**config.mk**
```make
export PLATFORM = sky130hd
export DESIGN_NAME = imm_gen_buf
export DESIGN_NICKNAME = d
export VERILOG_FILES = /design/src/rtl/imm_pkg.sv /design/src/rtl/imm_fifo.sv /design/src/rtl/imm_gen_buf.sv
export SDC_FILE = /design/constraint.sdc
export NUM_CORES = 1
export LEC_CHECK = 0
export CORE_UTILIZATION = 37
export CTS_CLUSTER_DIAMETER = 30
export DETAILED_ROUTE_END_ITERATION = 7
export DONT_BUFFER_PORTS = 1
export SYNTH_ARGS = -nofsm -noshare
export SYNTH_HDL_FRONTEND = slang
export SYNTH_SLANG_ARGS = --single-unit
```
**constraint.sdc**
```tcl
create_clock -name clk -period 7.4 [get_ports clk]
set_clock_uncertainty 0.15 [all_clocks]
set_input_delay 1.11 -clock clk [delete_from_list [all_inputs] [get_ports clk]]
set_output_delay 1.11 -clock clk [all_outputs]
set_load 0.01 [all_outputs]
```
**src/rtl/imm_pkg.sv**
```systemverilog
// Shared immediate-format definitions for the decode path.
//   imm_src_t  : 3-bit immediate format select (codes 6 and 7 are illegal)
//   imm_ext_t  : extension result (64-bit value plus illegal-select flag)
//   imm_extend : extracts and extends the immediate of a 32-bit instruction
//                to xlen bits (32 or 64); callers slice [XLEN-1:0]
package imm_pkg;

  typedef enum logic [2:0] {
    IMM_I = 3'd0,
    IMM_S = 3'd1,
    IMM_B = 3'd2,
    IMM_U = 3'd3,
    IMM_J = 3'd4,
    IMM_Z = 3'd5
  } imm_src_t;

  typedef struct packed {
    logic [63:0] imm;
    logic        err;
  } imm_ext_t;

  function automatic imm_ext_t imm_extend(input logic [31:0] instr,
                                          input logic [2:0]  src,
                                          input int unsigned xlen);
    imm_ext_t r;
    logic     unused_opcode;
    r.imm = '0;
    r.err = 1'b0;
    // The opcode field never contributes to any immediate.
    unused_opcode = ^instr[6:0];
    case (src)
      IMM_I:   r.imm = {{52{instr[31]}}, instr[31:20]};
      IMM_S:   r.imm = {{52{instr[31]}}, instr[31:25], instr[11:7]};
      IMM_B:   r.imm = {{51{instr[31]}}, instr[31], instr[7], instr[30:25],
                        instr[11:8], 1'b0};
      IMM_U:   r.imm = {{32{instr[31]}}, instr[31:12], 12'b0};
      IMM_J:   r.imm = {{43{instr[31]}}, instr[31], instr[19:12], instr[20],
                        instr[30:21], 1'b0};
      IMM_Z:   r.imm = {59'b0, instr[19:15]};
      default: r.err = 1'b1;  // illegal select: value stays zero
    endcase
    if (xlen == 32) r.imm[63:32] = '0;
    return r;
  endfunction

endpackage

```
**src/rtl/imm_fifo.sv**
```systemverilog
// Generic synchronous FIFO with synchronous flush.
//   clk, rst_n            : clock, asynchronous active-low reset
//   flush                 : discard all entries at the next edge
//   in_valid/in_ready     : write handshake, in_data written on push
//   out_valid/out_ready   : read handshake, out_data is the head entry
//   count                 : current occupancy (0..DEPTH)
// in_ready depends only on the registered count; a pop while full does
// not open a slot for a push in the same cycle. out_data reads 0 when empty.
module imm_fifo #(
  parameter int unsigned W     = 8,
  parameter int unsigned DEPTH = 4
) (
  input  logic                       clk,
  input  logic                       rst_n,
  input  logic                       flush,
  input  logic                       in_valid,
  output logic                       in_ready,
  input  logic [W-1:0]               in_data,
  output logic                       out_valid,
  input  logic                       out_ready,
  output logic [W-1:0]               out_data,
  output logic [$clog2(DEPTH):0]     count
);

  localparam int unsigned AW = $clog2(DEPTH);

  logic [W-1:0]  mem [DEPTH];
  logic [AW-1:0] wptr;
  logic [AW-1:0] rptr;
  logic [AW:0]   cnt;
  logic          push;
  logic          pop;

  assign in_ready  = (cnt != (AW+1)'(DEPTH));
  assign out_valid = (cnt != '0);
  assign push      = in_valid & in_ready & ~flush;
  assign pop       = out_valid & out_ready & ~flush;
  assign out_data  = out_valid ? mem[rptr] : '0;
  assign count     = cnt;

  always_ff @(posedge clk or negedge rst_n) begin
    if (!rst_n) begin
      wptr <= '0;
      rptr <= '0;
      cnt  <= '0;
    end else if (flush) begin
      wptr <= '0;
      rptr <= '0;
      cnt  <= '0;
    end else begin
      if (push) wptr <= wptr + 1'b1;
      if (pop)  rptr <= rptr + 1'b1;
      case ({push, pop})
        2'b10:   cnt <= cnt + 1'b1;
        2'b01:   cnt <= cnt - 1'b1;
        default: cnt <= cnt;
      endcase
    end
  end

  // Storage needs no reset: empty entries are masked by out_valid.
  always_ff @(posedge clk) begin
    if (push) mem[wptr] <= in_data;
  end

endmodule

```
**src/rtl/imm_gen_buf.sv**
```systemverilog
// Buffered immediate generator: extends the immediate of each accepted
// instruction and queues {imm, tag, err} for a possibly stalled consumer.
//   clk, rst_n          : clock, asynchronous active-low reset
//   flush               : discard all queued entries
//   in_valid/in_ready   : instruction handshake (in_instr, in_imm_src, in_tag)
//   out_valid/out_ready : result handshake (out_imm, out_tag, out_err)
//   count               : FIFO occupancy
module imm_gen_buf
  import imm_pkg::*;
#(
  parameter int unsigned XLEN  = 32,
  parameter int unsigned DEPTH = 4,
  parameter int unsigned TAG_W = 5
) (
  input  logic                   clk,
  input  logic                   rst_n,
  input  logic                   flush,
  input  logic                   in_valid,
  output logic                   in_ready,
  input  logic [31:0]            in_instr,
  input  logic [2:0]             in_imm_src,
  input  logic [TAG_W-1:0]       in_tag,
  output logic                   out_valid,
  input  logic                   out_ready,
  output logic [XLEN-1:0]        out_imm,
  output logic [TAG_W-1:0]       out_tag,
  output logic                   out_err,
  output logic [$clog2(DEPTH):0] count
);

  localparam int unsigned W = XLEN + TAG_W + 1;

  imm_ext_t     ext;
  logic [W-1:0] fifo_in;
  logic [W-1:0] fifo_out;

  assign ext     = imm_extend(in_instr, in_imm_src, XLEN);
  assign fifo_in = {ext.imm[XLEN-1:0], in_tag, ext.err};

  if (XLEN < 64) begin : g_narrow
    logic unused_upper;
    assign unused_upper = ^ext.imm[63:XLEN];
  end

  imm_fifo #(
    .W     (W),
    .DEPTH (DEPTH)
  ) u_fifo (
    .clk       (clk),
    .rst_n     (rst_n),
    .flush     (flush),
    .in_valid  (in_valid),
    .in_ready  (in_ready),
    .in_data   (fifo_in),
    .out_valid (out_valid),
    .out_ready (out_ready),
    .out_data  (fifo_out),
    .count     (count)
  );

  assign {out_imm, out_tag, out_err} = fifo_out;

endmodule

```
# Word level (Yosys, flattened, before mapping)
# Memory sizes are Yosys's and may differ from the RTL's.
# Index checks and enable logic that the tools add are counted.
# word_totals
input_bits	45
output_inout_bits	43
mem_count	1
ff_bits	7
ram_bits	152
# classes
n_bitwise	5
eq_ne	8
muxes	11
add_sub_neg	4
reduce_logical	6
# mem_list
name	words	word_bits	read_ports	rd_clocked_by_memory_dff	wr	line	source
u_fifo.mem	4	38	1	0	1	imm_fifo.sv:27	logic [W-1:0] mem [DEPTH];
# op_table
op	count
one-hot mux 32 bit (6 select lines)	1
2-to-1 mux 38 bit	1
2-to-1 mux 2 bit	4
equality test 3 x 2 -> 1 bit, second input constant	2
equality test 3 bit, second input constant	2
one-hot mux 3 bit (2 select lines)	1
nonzero test 3 bit	2
OR reduction 6 bit	1
adder 2 x 1 -> 2 bit, second input constant	2
AND 1 bit	4
nonzero test 2 bit	2
adder 3 x 1 -> 3 bit, second input constant	1
equality test 3 x 1 -> 1 bit, second input constant	1
zero test 3 bit	1
2-to-1 mux 1 bit	3
2-to-1 mux 3 bit	1
inequality test 3 bit, second input constant	1
subtractor 3 x 1 -> 3 bit, second input constant	1
equality test 2 x 1 -> 1 bit, second input constant	1
equality test 2 bit, second input constant	1
inverter 1 bit	1

# Logic depth before layout (Yosys ltp)
# depth
depth_word	6
mapped_depth	8
mapped_depth_nobuf	7

# Cells and area by module
# A second synthesis with hierarchy kept.
# hier_totals
hier_cells	389
area_unflattened_um2	6885.4
# modules_own_cells
module	cells_per_inst	area_each_um2	n_inst
imm_fifo	308	6347.3	1
imm_gen_buf	81	538.0	1

# Worst setup path after synthesis
# Ideal clock, no wire load.
# synth_timing
path_kind	input to register
from	in in_valid
to	mem u_fifo.mem[0][0] (netlist bit) (enable)
required_ns	6.851
setup_slack_ns	4.395
arrival_time_ns	2.456
path_stages	4
path_buffers	1
cell_sequence	buf_2 -> nand2_2 -> nor2_1 -> and2_1
# synth_via
elab_chain_cells	4
# synth_lines
item	line	source
start, declared	imm_gen_buf.sv:18	input logic in_valid,
AND 1 bit (2 in a row)	imm_fifo.sv:36	assign push = in_valid & in_ready & ~flush;
2-to-1 mux 1 bit	imm_fifo.sv:63	if (push) mem[wptr] <= in_data;
2-to-1 mux 1 bit (implied by the code)	imm_fifo.sv:63	
end, declared	imm_fifo.sv:27	
# No other way between the ends.

# Worst setup path in the final report
# layout_timing
from	reg u_fifo.rptr[0]
to	out out_imm[23]
# layout_via
elab_chain_cells	2
# layout_lines
item	line	source
start, declared	imm_fifo.sv:29	logic [AW-1:0] rptr;
start signal, assigned	imm_fifo.sv:52	if (pop) rptr <= rptr + 1'b1;
memory read (4 x 38 bit)	-	
2-to-1 mux 38 bit	imm_fifo.sv:38	assign out_data = out_valid ? mem[rptr] : '0;
end, declared	imm_gen_buf.sv:25	output logic [XLEN-1:0] out_imm,
# No other way between the ends.

==> metrics.md <==
| Metric | Value |
|---|---|
| Outcome | `complete, no violations` |
| Int Power | `0.00156 W` |
| P_leak | `~2.4 nW` |
| Via-to-Cell Ratio | `around 5.5` |
| Cell Rows | `49` |
| CTS Buf Count | `17` |
| CTS root buffer | `clkbuf_16` |
| Die area | `19,000 um^2` |
| Sequential share of the synthesized area | `0.696` |
| Critical path cell sequence | `buf_4, mux4_2, and2_1` |
| Nets | `441` |
| Worst Tran Pin Value | `1.11 ns` |
| Synth Instances | `396` |
| Starting Density | `0.378` |
| Area growth from synthesis to layout | `9.72%` |
| GRT Util Overall | `0.159` |
| Hpwl dp | `between 8 and 9 mm` |
| YS warnings | `0` |
| TritonCTS Sinks | `159` |
| Final Instance Area | `7470 um^2` |
| First-pass GRT wire length | `21.3 mm` |
| Clock power frac | `0.379` |
| VDD IR max | `0.173 mV` |
| DR iter-0 viols | `205` |
| Post-layout util | `0.415` |
| Max-slew violations | `0` |
| Hold_buf cts | `0` |
| Routed wire length | `around 14 mm` |
| Commonest register cell after synthesis | `edfxtp_1` |
| Vias in the first global route | `3,725` |
| CP max-delay cell | `buf_4` |
| Post-synth EDFFs | `152` |
| CP Max Fanout | `40` |
| R2r endpoint | `u_fifo.mem[2][27]` |
| Yosys reg bits | `159` |
| Layout cells sized above 1 | `0.189` |
| CP Capture Type | `primary output` |
| Reg-to-reg startpoint | `u_fifo.count[0]` |
| Core Box Area | `18,000 um^2` |
| Routed len/inst | `21.7 um` |
| Register-to-Register Path Depth | `4` |
| Clock H-tree levels | `4` |
| Io pins | `88` |
| Worst-skew pair later-pin latency | `0.41 ns` |
| CP peak stage delay | `0.66 ns` |
| Switch Pwr | `0.000448 W` |
| Gp weighted congestion | `around 0.77` |
| DP Area | `6960 um^2` |
| Normalized max-slew margin | `0.260` |
| Critical path required time | `roughly 6 ns` |
| GRT overflow | `0` |
| Worst setup SP type | `register` |
| Die Y | `138 um` |
| Fmax | `0.283 GHz` |
| Worst-path clk slew | `0.06 ns` |
| Synth unique cells | `40` |
| Maximum capacitance violations | `0` |
| Pwr/cell area | `269 nW/um^2` |
| Sw Share | `0.223` |
| DIE WIDTH | `about 140 um` |
| Register-to-register setup slack | `4.71 ns` |
| WS Path Type | `register to primary output` |
| Clk buf depth | `2` |
| Pre-Repair DR Iteration Count | `4` |
| Antenna-violating nets left | `0` |
| Comb pwr share | `0.102` |
| Largest net degree at the start of global routing | `42` |
| Flop pwr share | `0.518` |
| TritonCTS clock tree | `done` |
| Hold Vio Cnt, Final | `0` |
| HP Class | `primary input to async pin` |
| Fillcell total | `around 1.6k` |
| Final setup TNS | `0 ns` |
| Ant diodes | `0` |
| CP bufs+invs | `1` |
| Post_cts resized | `0` |
| Fin crit period | `roughly 3.5 ns` |
| Initial antenna violation count | `0` |
| Final setup violation count | `0` |
| RSZ-0062 raised after global routing | `false` |
| DRC viols | `0` |
| Post-CTS Setup Inserts | `0` |
| CP top delay family | `buffers and inverters` |
| Tcrit/Tclk final | `0.478` |
| Via Count | `3,468` |
| Synth async-reset ratio | `0.0440` |
| Post-Syn Area | `6810 um^2` |
| Syn_area_per_cell | `17.2 um^2` |
| Critical Path AT | `2.28 ns` |
| PortBufs | `0` |
| Net Count, Synth | `446` |
-- layer usage --
| layer | share of wire | global-route usage |
|---|---|---|
| met4 | 0.019 | 0.0611 |
| met2 | 0.52 | 0.277 |
| met3 | 0.058 | 0.0493 |
| met1 | 0.40 | 0.181 |
| met5 | 0 | 0 |
-- sequential cells by signal (all words and copies together) (netlist names) --
signal	count
u_fifo.mem	152
u_fifo.count	3
u_fifo.rptr	2
u_fifo.wptr	2
-- worst max-delay path by stage --
stage | from | endpoint | slack, ns | cells after the start
after global routing | u_fifo.rptr[0] | out_imm[23] | 3.69 | 3
after global placement | u_fifo.rptr[0] | out_imm[23] | 4.23 | 3
final | u_fifo.rptr[0] | out_imm[23] | 3.86 | 3
after CTS | u_fifo.rptr[0] | out_imm[23] | 3.77 | 3
after detailed placement | u_fifo.rptr[0] | out_imm[23] | 4.21 | 3
after floorplan | in_valid | u_fifo.mem[0][0] | 4.40 | 4
-- synthesized netlist by cell type (4+ instances only) --
library cell,n,area share
buf_6,6,0.0099
and2_1,45,0.041
dfrtp_1,7,0.026
nand2_1,20,0.011
o21ai_0,15,0.011
nand3_1,4,0.0029
o32ai_1,4,0.0051
a21o_1,12,0.013
o211ai_1,4,0.0044
inv_1,7,0.0039
ha_1,4,0.0073
edfxtp_1,152,0.67
nor2_1,12,0.0066
nor2b_1,7,0.0064
buf_2,11,0.0081
clkbuf_1,8,0.0044
a31oi_1,9,0.0083
a21oi_1,5,0.0037
mux4_2,38,0.13
-- power groups by stage --
stage	Sequential, W	Clock [W]	Combinational (W)
final	0.00104	0.000762	0.000206
after global routing	0.00104	0.000816	0.000228
after CTS	0.00104	0.000778	0.000213
after detailed placement	0.00106	0	0.000213
after global placement	0.00106	0	0.000208
after floorplan	0.00105	0	0.000181
-- cell usage in the layout, fill, tap and decap left out, drive strengths merged, types with 2 or more instances in the layout --
master and n:
a21o 12, a21oi 5, a31oi 9, and2 45
buf 2, clkbuf 19, clkinv 10, dfrtp 7
edfxtp 152, ha 4, inv 7, mux4 38
nand2 22, nand2b 2, nand3 4, nor2 13
nor2b 7, nor3 3, o211ai 4, o21ai 15
o32ai 4, or3 2, xnor2 2, xor2 2
-- stage by stage --
step / instances / hold slack [ns] / worst slack [ns] / total power [W]
after floorplan: 396 / 0.393 / 4.40 / 0.00123
after global placement: 601 / 0.402 / 4.23 / 0.00127
after detailed placement: 601 / 0.438 / 4.21 / 0.00127
after CTS: 631 / 0.215 / 3.77 / 0.00203
after global routing: 631 / 0.211 / 3.69 / 0.00209
final: 631 / 0.234 / 3.86 / 0.00201
-- cell families after synthesis --
group           synth area share
compound gates            0.0516
mux                        0.127
fa+ha+maj                 0.0103
flops                      0.696
xor+xnor                 0.00514
buf+inv                   0.0268
simple gates              0.0830
-- cell type report --
| class | instances | area (um^2) | share of cell area |
|---|---|---|---|
| flip-flops and latches | 159 | 4740 | 0.635 |
| multi-input cells | 204 | 1890 | 0.253 |
| clock inverters | 11 | 76.3 | 0.0102 |
| inverters | 7 | 26.3 | 0.00352 |
| well taps | 229 | 287 | 0.0383 |
| clock buffers | 19 | 433 | 0.0579 |
| repair buffers | 2 | 15.0 | 0.00201 |
No activity file was read; power rests on OpenSTA's default activity.
